`src/rtl/alu_ctrl_pkg.sv`:
```
// Shared opcode, flag-index and FSM-state definitions for the ALU arbiter slice.
package alu_ctrl_pkg;

    localparam logic [3:0] OpAdd = 4'b0000;
    localparam logic [3:0] OpSub = 4'b0001;
    localparam logic [3:0] OpAnd = 4'b0010;
    localparam logic [3:0] OpOr  = 4'b0011;
    localparam logic [3:0] OpShl = 4'b0100;
    localparam logic [3:0] OpShr = 4'b0101;
    localparam logic [3:0] OpXor = 4'b0110;

    localparam int unsigned FlagCarry = 3;
    localparam int unsigned FlagSign  = 2;
    localparam int unsigned FlagZero  = 1;
    localparam int unsigned FlagShout = 0;

    typedef enum logic [1:0] {
        StIdle = 2'b00,
        StExec = 2'b01,
        StResp = 2'b10
    } state_e;

    function automatic logic op_legal(input logic [3:0] op);
        return op <= OpXor;
    endfunction

endpackage

```
`src/rtl/alu.sv`:
```
// Combinational 8-bit ALU; outputs are forced to zero while alu_enable is low.
module alu
    import alu_ctrl_pkg::*;
(
    input  logic       alu_enable,
    input  logic [7:0] a,
    input  logic [7:0] b,
    input  logic [3:0] opcode,
    output logic [7:0] out,
    output logic [3:0] flag_out
);

    logic [8:0] sum9;
    logic [8:0] sh9;
    logic       carry;
    logic       shout;

    always_comb begin
        out   = '0;
        carry = 1'b0;
        shout = 1'b0;
        sum9  = '0;
        sh9   = '0;
        if (alu_enable) begin
            case (opcode)
                OpAdd: begin
                    sum9  = {1'b0, a} + {1'b0, b};
                    out   = sum9[7:0];
                    carry = sum9[8];
                end
                OpSub: begin
                    // Bit 8 of the 9-bit difference is the borrow.
                    sum9  = {1'b0, a} - {1'b0, b};
                    out   = sum9[7:0];
                    carry = sum9[8];
                end
                OpAnd: out = a & b;
                OpOr:  out = a | b;
                OpXor: out = a ^ b;
                OpShl: begin
                    sh9   = {1'b0, a} << b[2:0];
                    out   = sh9[7:0];
                    shout = sh9[8];
                end
                OpShr: begin
                    sh9   = {a, 1'b0} >> b[2:0];
                    out   = sh9[8:1];
                    shout = sh9[0];
                end
                default: out = '0;
            endcase
        end
    end

    always_comb begin
        flag_out            = '0;
        flag_out[FlagCarry] = carry;
        flag_out[FlagSign]  = alu_enable & out[7];
        flag_out[FlagZero]  = alu_enable & (out == 8'h00);
        flag_out[FlagShout] = shout;
    end

endmodule

```
`src/rtl/alu_arbiter.sv`:
```
// Two-requester round-robin front end that serialises operations onto one shared ALU.
module alu_arbiter
    import alu_ctrl_pkg::*;
(
    input  logic       clk,
    input  logic       rst_n,
    input  logic [1:0] req_valid,
    output logic [1:0] req_ready,
    input  logic [7:0] req0_a,
    input  logic [7:0] req0_b,
    input  logic [7:0] req1_a,
    input  logic [7:0] req1_b,
    input  logic [3:0] req0_op,
    input  logic [3:0] req1_op,
    output logic [1:0] rsp_valid,
    input  logic [1:0] rsp_ready,
    output logic [7:0] rsp_data,
    output logic [3:0] rsp_flags,
    output logic       rsp_err,
    output logic [3:0] flags_q,
    output logic       busy
);

    state_e     state_q, state_d;
    logic       last_grant_q;
    logic       grant_q, grant_d;
    logic [7:0] a_q, b_q;
    logic [3:0] op_q;
    logic [7:0] rsp_data_q;
    logic [3:0] rsp_flags_q;
    logic       rsp_err_q;
    logic [3:0] last_flags_q;

    logic       accept;
    logic       consume;
    logic       legal;
    logic       alu_enable;
    logic [1:0] grant_vec;
    logic [7:0] alu_out;
    logic [3:0] alu_flags;

    alu u_alu (
        .alu_enable (alu_enable),
        .a          (a_q),
        .b          (b_q),
        .opcode     (op_q),
        .out        (alu_out),
        .flag_out   (alu_flags)
    );

    always_comb begin
        state_d    = state_q;
        grant_d    = grant_q;
        accept     = 1'b0;
        consume    = 1'b0;
        alu_enable = 1'b0;
        grant_vec  = 2'b00;
        rsp_valid  = 2'b00;
        legal      = op_legal(op_q);
        unique case (state_q)
            StIdle: begin
                if (|req_valid) begin
                    accept             = 1'b1;
                    // On a tie the requester that did not win last time goes first.
                    grant_d            = (req_valid == 2'b11) ? ~last_grant_q : req_valid[1];
                    grant_vec[grant_d] = 1'b1;
                    state_d            = StExec;
                end
            end
            StExec: begin
                alu_enable = legal;
                state_d    = StResp;
            end
            StResp: begin
                rsp_valid[grant_q] = 1'b1;
                if (rsp_ready[grant_q]) begin
                    consume = 1'b1;
                    state_d = StIdle;
                end
            end
            default: state_d = StIdle;
        endcase
    end

    always_ff @(posedge clk or negedge rst_n) begin
        if (!rst_n) begin
            state_q      <= StIdle;
            last_grant_q <= 1'b1;
            grant_q      <= 1'b0;
            a_q          <= '0;
            b_q          <= '0;
            op_q         <= '0;
            rsp_data_q   <= '0;
            rsp_flags_q  <= '0;
            rsp_err_q    <= 1'b0;
            last_flags_q <= '0;
        end else begin
            state_q <= state_d;
            grant_q <= grant_d;
            if (accept) begin
                a_q  <= grant_d ? req1_a  : req0_a;
                b_q  <= grant_d ? req1_b  : req0_b;
                op_q <= grant_d ? req1_op : req0_op;
            end
            if (state_q == StExec) begin
                if (legal) begin
                    rsp_data_q   <= alu_out;
                    rsp_flags_q  <= alu_flags;
                    rsp_err_q    <= 1'b0;
                    last_flags_q <= alu_flags;
                end else begin
                    rsp_data_q  <= '0;
                    rsp_flags_q <= '0;
                    rsp_err_q   <= 1'b1;
                end
            end
            if (consume) begin
                last_grant_q <= grant_q;
            end
        end
    end

    // Gated by rst_n so a pending request cannot show ready while reset is held.
    assign req_ready = rst_n ? grant_vec : 2'b00;
    assign rsp_data  = rsp_data_q;
    assign rsp_flags = rsp_flags_q;
    assign rsp_err   = rsp_err_q;
    assign flags_q   = last_flags_q;
    assign busy      = (state_q != StIdle);

endmodule

```
`config.mk`:
```
export PLATFORM = sky130hd
export DESIGN_NAME = alu_arbiter
export DESIGN_NICKNAME = d
export VERILOG_FILES = /design/src/rtl/alu_ctrl_pkg.sv /design/src/rtl/alu.sv /design/src/rtl/alu_arbiter.sv
export SDC_FILE = /design/constraint.sdc
export NUM_CORES = 1
export LEC_CHECK = 0
export CAP_MARGIN = 10
export CORE_ASPECT_RATIO = 0.75
export CORE_MARGIN = 2
export CORE_UTILIZATION = 35
export DETAILED_ROUTE_END_ITERATION = 7
export PLACE_DENSITY_LB_ADDON = 0.1
export RECOVER_POWER = 100
export SETUP_SLACK_MARGIN = 0.1
export SLEW_MARGIN = 15
export SYNTH_ARGS = -nofsm -noshare
export SYNTH_HDL_FRONTEND = slang
export SYNTH_HIERARCHICAL = 1
export SYNTH_SLANG_ARGS = --single-unit
```
`constraint.sdc`:
```
create_clock -name clk -period 3.1 [get_ports clk]
set_clock_uncertainty 0.2 [all_clocks]
set_input_delay 0.465 -clock clk [delete_from_list [all_inputs] [get_ports clk]]
set_output_delay 0.465 -clock clk [all_outputs]
set_load 0.005 [all_outputs]
```
## Word level (Yosys, flattened, before mapping)

Index checks and enable logic that the tools add are counted.

| cells by class | value |
|---|---|
| eq/ne operators | 11 |
| $add $sub $neg | 2 |
| reduce and logical (&&, ||, !) cells | 9 |
| multiplexer cells | 33 |
| order comparisons | 5 |
| bitwise operators | 6 |
| shift operators | 2 |

Operators with widths:

| cell | count |
|---|---|
| one-hot mux 8 bit (7 select lines) | 1 |
| 2-to-1 mux 8 bit | 4 |
| 2-to-1 mux 1 bit | 15 |
| equality test 4 x 3 -> 1 bit (second input constant) | 3 |
| 2-to-1 mux 2 bit | 6 |
| adder 8 x 8 -> 9 bit | 1 |
| left shift 8 x 3 -> 9 bit | 1 |
| >> shifter 9 x 3 -> 9 bit | 1 |
| subtractor 8 x 8 -> 9 bit | 1 |
| bitwise AND 8 bit | 1 |
| equality test 4 x 2 -> 1 bit (second input constant) | 2 |
| logical NOT 8 bit | 1 |
| 2-to-1 mux 4 bit | 2 |
| bitwise OR 8 bit | 1 |
| XOR 8 bit | 1 |
| one-hot mux 2 bit (3 select lines) | 1 |
| equality test 2 bit (second input constant) | 2 |
| equality test 4 x 1 -> 1 bit (second input constant) | 1 |
| <= comparator 4 x 3 -> 1 bit (second input constant) | 1 |
| logical NOT 4 bit | 1 |
| < comparator 1 x 2 -> 1 bit (second input constant) | 2 |
| != test 2 bit (second input constant) | 2 |
| one-hot mux 1 bit (2 select lines) | 2 |
| AND reduction 2 bit | 2 |
| other kinds (9) | 13 |

| storage, ports and cells | value |
|---|---|
| register bits | 41 |
| word-level logic and storage cells | 78 |
| output and inout port bits | 22 |

## Longest topological paths before layout

Gate-level depths: netlist of run 1.

| logic depth | value |
|---|---|
| depth in word-level cells | 9 |
| depth in mapped cells | 12 |
| mapped depth without buffers | 11 |

## Hierarchy

Netlist of run 1, hierarchy kept.

Modules (own cells, without submodules):

| module | times used | cells each | area an instance (um^2) | sequential area each (um^2) |
|---|---|---|---|---|
| alu_arbiter | 1 | 155 | 1,796.7 | 1,027.2 |
| alu | 1 | 228 | 1,760.4 | 0.0 |

## Least setup slack after synthesis of run 1

OpenSTA, ideal clock, no wires.

| timing path | value |
|---|---|
| path type | register to register |
| from | register b_q[1] |
| to | register last_flags_q[1] (netlist: flags_q[1]) |
| path slack | 49 ps |
| clock period less this slack | 3,051 ps |
| arrival time | 2,727 ps |
| cell stages (with the launch flop) | 12 |
| setup time | 125 ps |
| buffers on the path | 2 |
| cells stage by stage | dfrtp_1 > buf_2 > buf_2 > inv_1 > ha_1 > a21oi_1 > o22ai_1 > nor4_1 > o31ai_1 > a311oi_1 > nor4b_2 > mux2_2 |

| on the way | value |
|---|---|
| cells in the longest elaborated chain, start to end | 5 |
| elaborated cells on any way between the ends | 11 |
| those cells by class | 2 x add/sub; 2 x shift; 2 x mux; 4 x bitwise; 1 x reduce/logical |

Ends and longest elaborated chain:

| what | RTL line | RTL |
|---|---|---|
| start, declared | alu_arbiter.sv:27 | `logic [7:0] a_q, b_q;` |
| start signal, assigned | alu_arbiter.sv:102 | `b_q <= grant_d ? req1_b : req0_b;` |
| subtractor 8 x 8 -> 9 bit, or another cell as far along | alu.sv:33 | `sum9 = {1'b0, a} - {1'b0, b};` |
| one-hot mux 8 bit (7 select lines) (*) | alu.sv:25 | `case (opcode)` |
| 2-to-1 mux 8 bit (*) | alu.sv:24 | `if (alu_enable) begin` |
| logical NOT 8 bit (*) | alu.sv:59 | `flag_out[FlagZero] = alu_enable & (out == 8'h00);` |
| bitwise AND 1 bit (*) | alu.sv:59 |  |
| net alu_flags[1] | alu_arbiter.sv:40 | `logic [3:0] alu_flags;` |
| end signal, assigned | alu_arbiter.sv:110 | `last_flags_q <= alu_flags;` |
| end, declared | alu_arbiter.sv:32 | `logic [3:0] last_flags_q;` |

Mark *: on every way through the listed nets, which the timed path passes. The rest lies on a longest branch.
A chain may end at the register's enable or synchronous reset.

## Worst setup path in the final report of run 1

| timing path | value |
|---|---|
| from | register b_q[0] |
| to | register last_flags_q[1] (netlist: flags_q[1]) |

The elaborated chain is that of the path after synthesis.

==> flow_metrics.env, run 1 <==
export IMPL_peakVddDrop_v=0.000363
export IMPL_die_w_um=120
export IMPL_cp_buffers_inverters=1
export IMPL_synth_ff_type="dfrtp_1"
export IMPL_critical_path_max_fanout=4
export IMPL_ys_seq_elements=41
export IMPL_layout_min_cycle_time_ps=3040
export IMPL_antenna_found_initial=0
export IMPL_ios=68
export IMPL_postRouteAntennaNets=0
export IMPL_track_usage=0.202
export IMPL_relSlewSlack=0.336
export IMPL_cp_required_ps=3130
export IMPL_grt_pass1_vias=3094
export IMPL_cts_setup_buffers=0
export IMPL_yosysWarnings=6
export IMPL_syn_area_um2=3560
export IMPL_syn_area_per_cell_um2=9.29
export IMPL_synthToLayoutAreaGrowth_pct=36.8
export IMPL_fmax_mhz=329
export IMPL_antenna_cells=0
export IMPL_root_buffer="clkbuf_16"
export IMPL_placed_area_um2=4590
export IMPL_start_kind="register"
export IMPL_hold_class="register to register"
export IMPL_fill_cells=974
export IMPL_wl_per_cell_um=17.9
export IMPL_vias=3290
export IMPL_seq_area_frac_synth=0.289
export IMPL_first_iter_violations=268
export IMPL_drive_gt1_frac=0.187
export IMPL_cts_buffers=5
export IMPL_fin_crit_sh=0.982
export IMPL_fin_area_um2=4860
export IMPL_cap_violations=0
export IMPL_layout_setup_ws_ps=57.3
export IMPL_critPathKind="register to register"
export IMPL_layout_commonest_cell="clkdlybuf4s50_1"
export IMPL_cts_max_level=2
export IMPL_grt_max_degree=42
export IMPL_routed_wl_um=10900
export IMPL_cp_data_arrival_time_ps=3070
export IMPL_end_kind="register"
export IMPL_critical_path_top_delay_family="compound AO/OA/AOI/OAI gates"
export IMPL_status="finished, final reports clean"
export IMPL_grt_overflow_total=0
export IMPL_rows=31
export IMPL_setup_viol=0
export IMPL_syn_num_nets=456
export IMPL_cpMaxStageDelayCell="dfrtp_2"
export IMPL_grt_pass1_wl_um=17300
export IMPL_cpPeakStageDelay_ps=440
export IMPL_cts_tree="done"
export IMPL_clock_sinks=41
export IMPL_tns_ps=0
export IMPL_slew_violations=0
export IMPL_final_nets=549
export IMPL_synth_edff_count=0
export IMPL_die_area_um2=11000
export IMPL_path_cells="ha_1, fa_2, inv_2, o31ai_4, a221o_1, a2111oi_4, a21oi_2, nor4_2, nor4b_4, mux2_4"
export IMPL_viasPerCell=5.40
export IMPL_total_power_w=0.00521
export IMPL_dieHeight_um=91.3
export IMPL_firstDrtPassIters=5
export IMPL_drc_errors=0
export IMPL_dpl_worst_slack_ps=-6.41
export IMPL_synthCells=383
export IMPL_leakagePower_nw=2.10
export IMPL_portBuffers=67
export IMPL_p_per_area_nw_per_um2=1070
export IMPL_rsz0062_at_grt="yes"
export IMPL_cts_max_path_buffers=2
export IMPL_path_clk_slew_ps=60
export IMPL_worst_slew_pin_slew_ps=997
export IMPL_clkLatencyLatePin_ps=290
export IMPL_rrSetupSlack_ps=60
export IMPL_initial_core_util=0.364
export IMPL_hold_viol_final=0
export IMPL_hpwl_um=8620
export IMPL_final_util=0.498
export IMPL_layout_common_cells="45 x clkdlybuf4s50_1, 39 x buf_4, 38 x dfrtp_1"
export IMPL_gp_congestion=0.883
export IMPL_async_flop_share=1.00
export IMPL_yosysUniqueCellTypes=59
export IMPL_coreArea_um2=9770
through the flow:
step	hold WS, ps	cells
floorplan	-30.6	383
global placement	126	600
detailed placement	123	600
CTS	309	609
global route	321	609
finish	298	609
routing by layer:
layer / global-route usage / vias up / wire length, um
met2: 0.288 / 126 / 4490
li1: - / 1601 / -
met5: 0 / - / 0
met1: 0.314 / 1557 / 5630
met4: 0.0300 / 0 / 82
met3: 0.0433 / 6 / 674
flip-flops by register name (all words and copies together), names as in the netlist, named ones only:
signal	flops
a_q	8
b_q	8
rsp_data	8
flags_q	4
op_q	4
rsp_flags	4
state_q	2
last_grant_q	1
rsp_err	1
repair_timing:
item / in CTS / in global routing
pin swaps: 2 / 2
gates resized for setup: 11 / 12
hold endpoints to repair: 2 / 0
endpoints found under the setup margin: 2 / 5
hold buffers: 1 / 0
Yosys cell counts, types with 4 or more instances:
cell type	n	area (um2)
a21oi_1	19	95.1
a221oi_1	5	43.8
a22o_1	13	114
a22oi_1	6	45.0
buf_2	10	50.1
buf_4	4	30.0
clkbuf_1	9	33.8
dfrtp_1	40	1000
ha_1	25	313
inv_1	28	105
mux2_2	7	78.8
mux2i_1	32	320
mux4_2	4	90.1
nand2_1	35	131
nand3_1	9	45.0
nor2_1	24	90.1
nor4_1	4	25.0
o21ai_0	15	75.1
o21ai_1	18	90.1
o221ai_1	4	35.0
o22ai_1	4	25.0
worst paths after layout:
kind	from	end	cells after the start
setup / recovery	b_q[0]$_DFFE_PN0P_	flags_q[1]$_DFFE_PN0P_	10
hold / removal	rsp_data[5]$_DFFE_PN0N_	rsp_data[5]$_DFFE_PN0N_	1
setup reg to reg	b_q[0]$_DFFE_PN0P_	flags_q[1]$_DFFE_PN0P_	10
hold reg to reg	rsp_data[5]$_DFFE_PN0N_	rsp_data[5]$_DFFE_PN0N_	1
max in group asynchronous	rst_n	b_q[0]$_DFFE_PN0P_	3
min in group asynchronous	rst_n	state_q[0]$_DFFE_PN0P_	2
worst register-to-register path: stages, from the launching register on:
cell and delay, ps:
dfrtp_2 440, ha_1 230, fa_2 380, inv_2 100
o31ai_4 80, a221o_1 370, a2111oi_4 350, a21oi_2 110
nor4_2 280, nor4b_4 280, mux2_4 190
cell families after synthesis:
kind of cell,share of synthesized area
buf+inv,0.0711
flops,0.289
simple gates,0.158
mux,0.160
fa+ha+maj,0.0992
compound gates,0.224
area by class of cell:
| class | instances | area (um2) | share of cell area |
|---|---|---|---|
| Sequential cell | 41 | 1030 | 0.212 |
| Inverter | 28 | 105 | 0.0216 |
| Tap cell | 132 | 165 | 0.0340 |
| Clock buffer | 7 | 143 | 0.0293 |
| Multi-Input combinational cell | 288 | 2390 | 0.491 |
| Timing Repair Buffer | 112 | 1000 | 0.206 |
| Clock inverter | 1 | 30.0 | 0.00617 |
where the power goes:
group          leakage [nW]  internal (W)  switching [W]
registers             0.523      0.000746       0.000255
clock network        0.0841      0.000403       0.000218
logic                  1.50       0.00164        0.00195
(Power assumes the default switching activity.)
==> run 2: changes to the inputs <==
SKIP_CTS_REPAIR_TIMING = 1   (was default)
==> flow_metrics.env, run 2 (synthesis gave the netlist of run 1 again) <==
export IMPL_status="finished with violations"
export IMPL_cpMaxStageDelayCell="dfrtp_2"
export IMPL_final_nets=551
export IMPL_viasPerCell=5.40
export IMPL_track_usage=0.201
export IMPL_ios=68
export IMPL_start_kind="register"
export IMPL_end_kind="register"
export IMPL_root_buffer="clkbuf_16"
export IMPL_cp_startpoint="b_q[0]$_DFFE_PN0P_"
export IMPL_cts_buffers=5
export IMPL_cts_max_level=2
export IMPL_rrSetupSlack_ps=-4
export IMPL_antenna_cells=0
export IMPL_layout_commonest_cell="clkdlybuf4s50_1"
export IMPL_peakVddDrop_v=0.000345
export IMPL_critPathKind="register to register"
export IMPL_setup_viol=1
export IMPL_antenna_found_initial=0
export IMPL_dieHeight_um=91.3
export IMPL_die_area_um2=11000
export IMPL_layout_min_cycle_time_ps=3100
export IMPL_routed_wl_um=10800
export IMPL_path_common_cell="a21oi_2"
export IMPL_fill_cells=975
export IMPL_critical_path_max_fanout=4
export IMPL_grt_overflow_total=0
export IMPL_holdCritStartpoint="rsp_data[5]$_DFFE_PN0N_"
export IMPL_p_per_area_nw_per_um2=1070
export IMPL_layout_cells_non_filler=611
export IMPL_dpl_worst_slack_ps=-6.41
export IMPL_postRouteAntennaNets=0
export IMPL_relSlewSlack=0.337
export IMPL_tns_ps=-4.36
export IMPL_clock_sinks=41
export IMPL_r2r_start="b_q[0]$_DFFE_PN0P_"
export IMPL_path_clk_slew_ps=70
export IMPL_firstDrtPassIters=5
export IMPL_cp_required_ps=3120
export IMPL_die_w_um=120
export IMPL_grt_pass1_vias=3093
export IMPL_cp_buffers_inverters=0
export IMPL_coreArea_um2=9770
export IMPL_dp_cells=600
export IMPL_regArea_um2=1030
export IMPL_cts_tree="done"
export IMPL_cap_violations=0
export IMPL_portBuffers=67
export IMPL_drive_gt1_frac=0.186
export IMPL_rsz0062_at_grt="yes"
export IMPL_clkLatencyLatePin_ps=290
export IMPL_fin_area_um2=4870
export IMPL_leakagePower_nw=2.11
export IMPL_hpwl_um=8620
export IMPL_vias=3297
export IMPL_wl_per_cell_um=17.7
export IMPL_fin_crit_sh=1.00
export IMPL_path_cells="ha_4, fa_2, o21bai_1, a21oi_2, a221o_1, a2111oi_4, a21oi_2, nor4_2, nor4b_4, mux2_4"
export IMPL_slew_violations=0
export IMPL_layout_setup_ws_ps=-4.36
export IMPL_layout_common_cells="43 x clkdlybuf4s50_1, 39 x dfrtp_1, 39 x buf_4"
export IMPL_gp_congestion=0.883
export IMPL_grt_pass1_wl_um=17200
export IMPL_critical_path_top_delay_family="compound AO/OA/AOI/OAI gates"
export IMPL_first_iter_violations=242
export IMPL_synthToLayoutAreaGrowth_pct=36.9
export IMPL_cts_max_path_buffers=2
export IMPL_cp_data_arrival_time_ps=3130
export IMPL_drc_errors=0
export IMPL_fmax_mhz=322
export IMPL_cpPeakStageDelay_ps=440
export IMPL_placed_area_um2=4590
export IMPL_hold_class="register to register"
export IMPL_hold_viol_final=0
export IMPL_failed_checks="negative setup slack"
export IMPL_rows=31
export IMPL_grt_max_degree=42
export IMPL_initial_core_util=0.364
export IMPL_multi_input_area_um2=2390
export IMPL_worst_slew_pin_slew_ps=994
## run 2: changes by cell type in the layout (fill, tap and decap cells not counted), sizes merged
| cell | delta |
|---|---|
| clkdlybuf4s50 | -2 |
| buf | -1 |
| dlygate4sd3 | +2 |
| clkbuf | +3 |
## run 2: per-layer routing
layer | global-route usage | routed length (um) | vias up
met1 | 0.311 | 5600 | 1570
li1 | - | - | 1609
met4 | 0.0378 | 127 | 0
met3 | 0.0459 | 645 | 8
met5 | 0 | 0 | -
met2 | 0.282 | 4450 | 110
## run 2: path summary, 6_finish.rpt
kind / end / cells past startpoint
worst max-delay path: flags_q[1]$_DFFE_PN0P_ / 10
worst min-delay path: rsp_data[5]$_DFFE_PN0N_ / 1
worst max register to register: flags_q[1]$_DFFE_PN0P_ / 10
worst min register to register: rsp_data[5]$_DFFE_PN0N_ / 1
max in group asynchronous: b_q[0]$_DFFE_PN0P_ / 3
min in group asynchronous: asynchronous set/reset pin / 2
## run 2: report_power, final
group,total [W],switching [W],internal (W)
clock,0.000622,0.000219,0.000403
sequential,0.000997,0.000253,0.000744
combinational,0.00359,0.00195,0.00164
total,0.00521,0.00242,0.00278
## run 2: layout make-up
class,instances,share of cell area
Multi-Input combinational cell,288,0.492
Sequential cell,41,0.211
Timing Repair Buffer,114,0.206
Tap cell,132,0.0339
Clock buffer,7,0.0293
Inverter,28,0.0216
Clock inverter,1,0.00616
## run 2: metrics by stage
stage | power (W) | util | hold WS, ps
6_report | 0.00521 | 0.498 | 299
4_1_cts | 0.00508 | 0.487 | -183
5_1_grt | 0.00563 | 0.498 | 321
3_5_place_dp | 0.00444 | 0.470 | 123
3_3_place_gp | 0.00443 | 0.470 | 126
2_1_floorplan | 0.00325 | - | -30.6
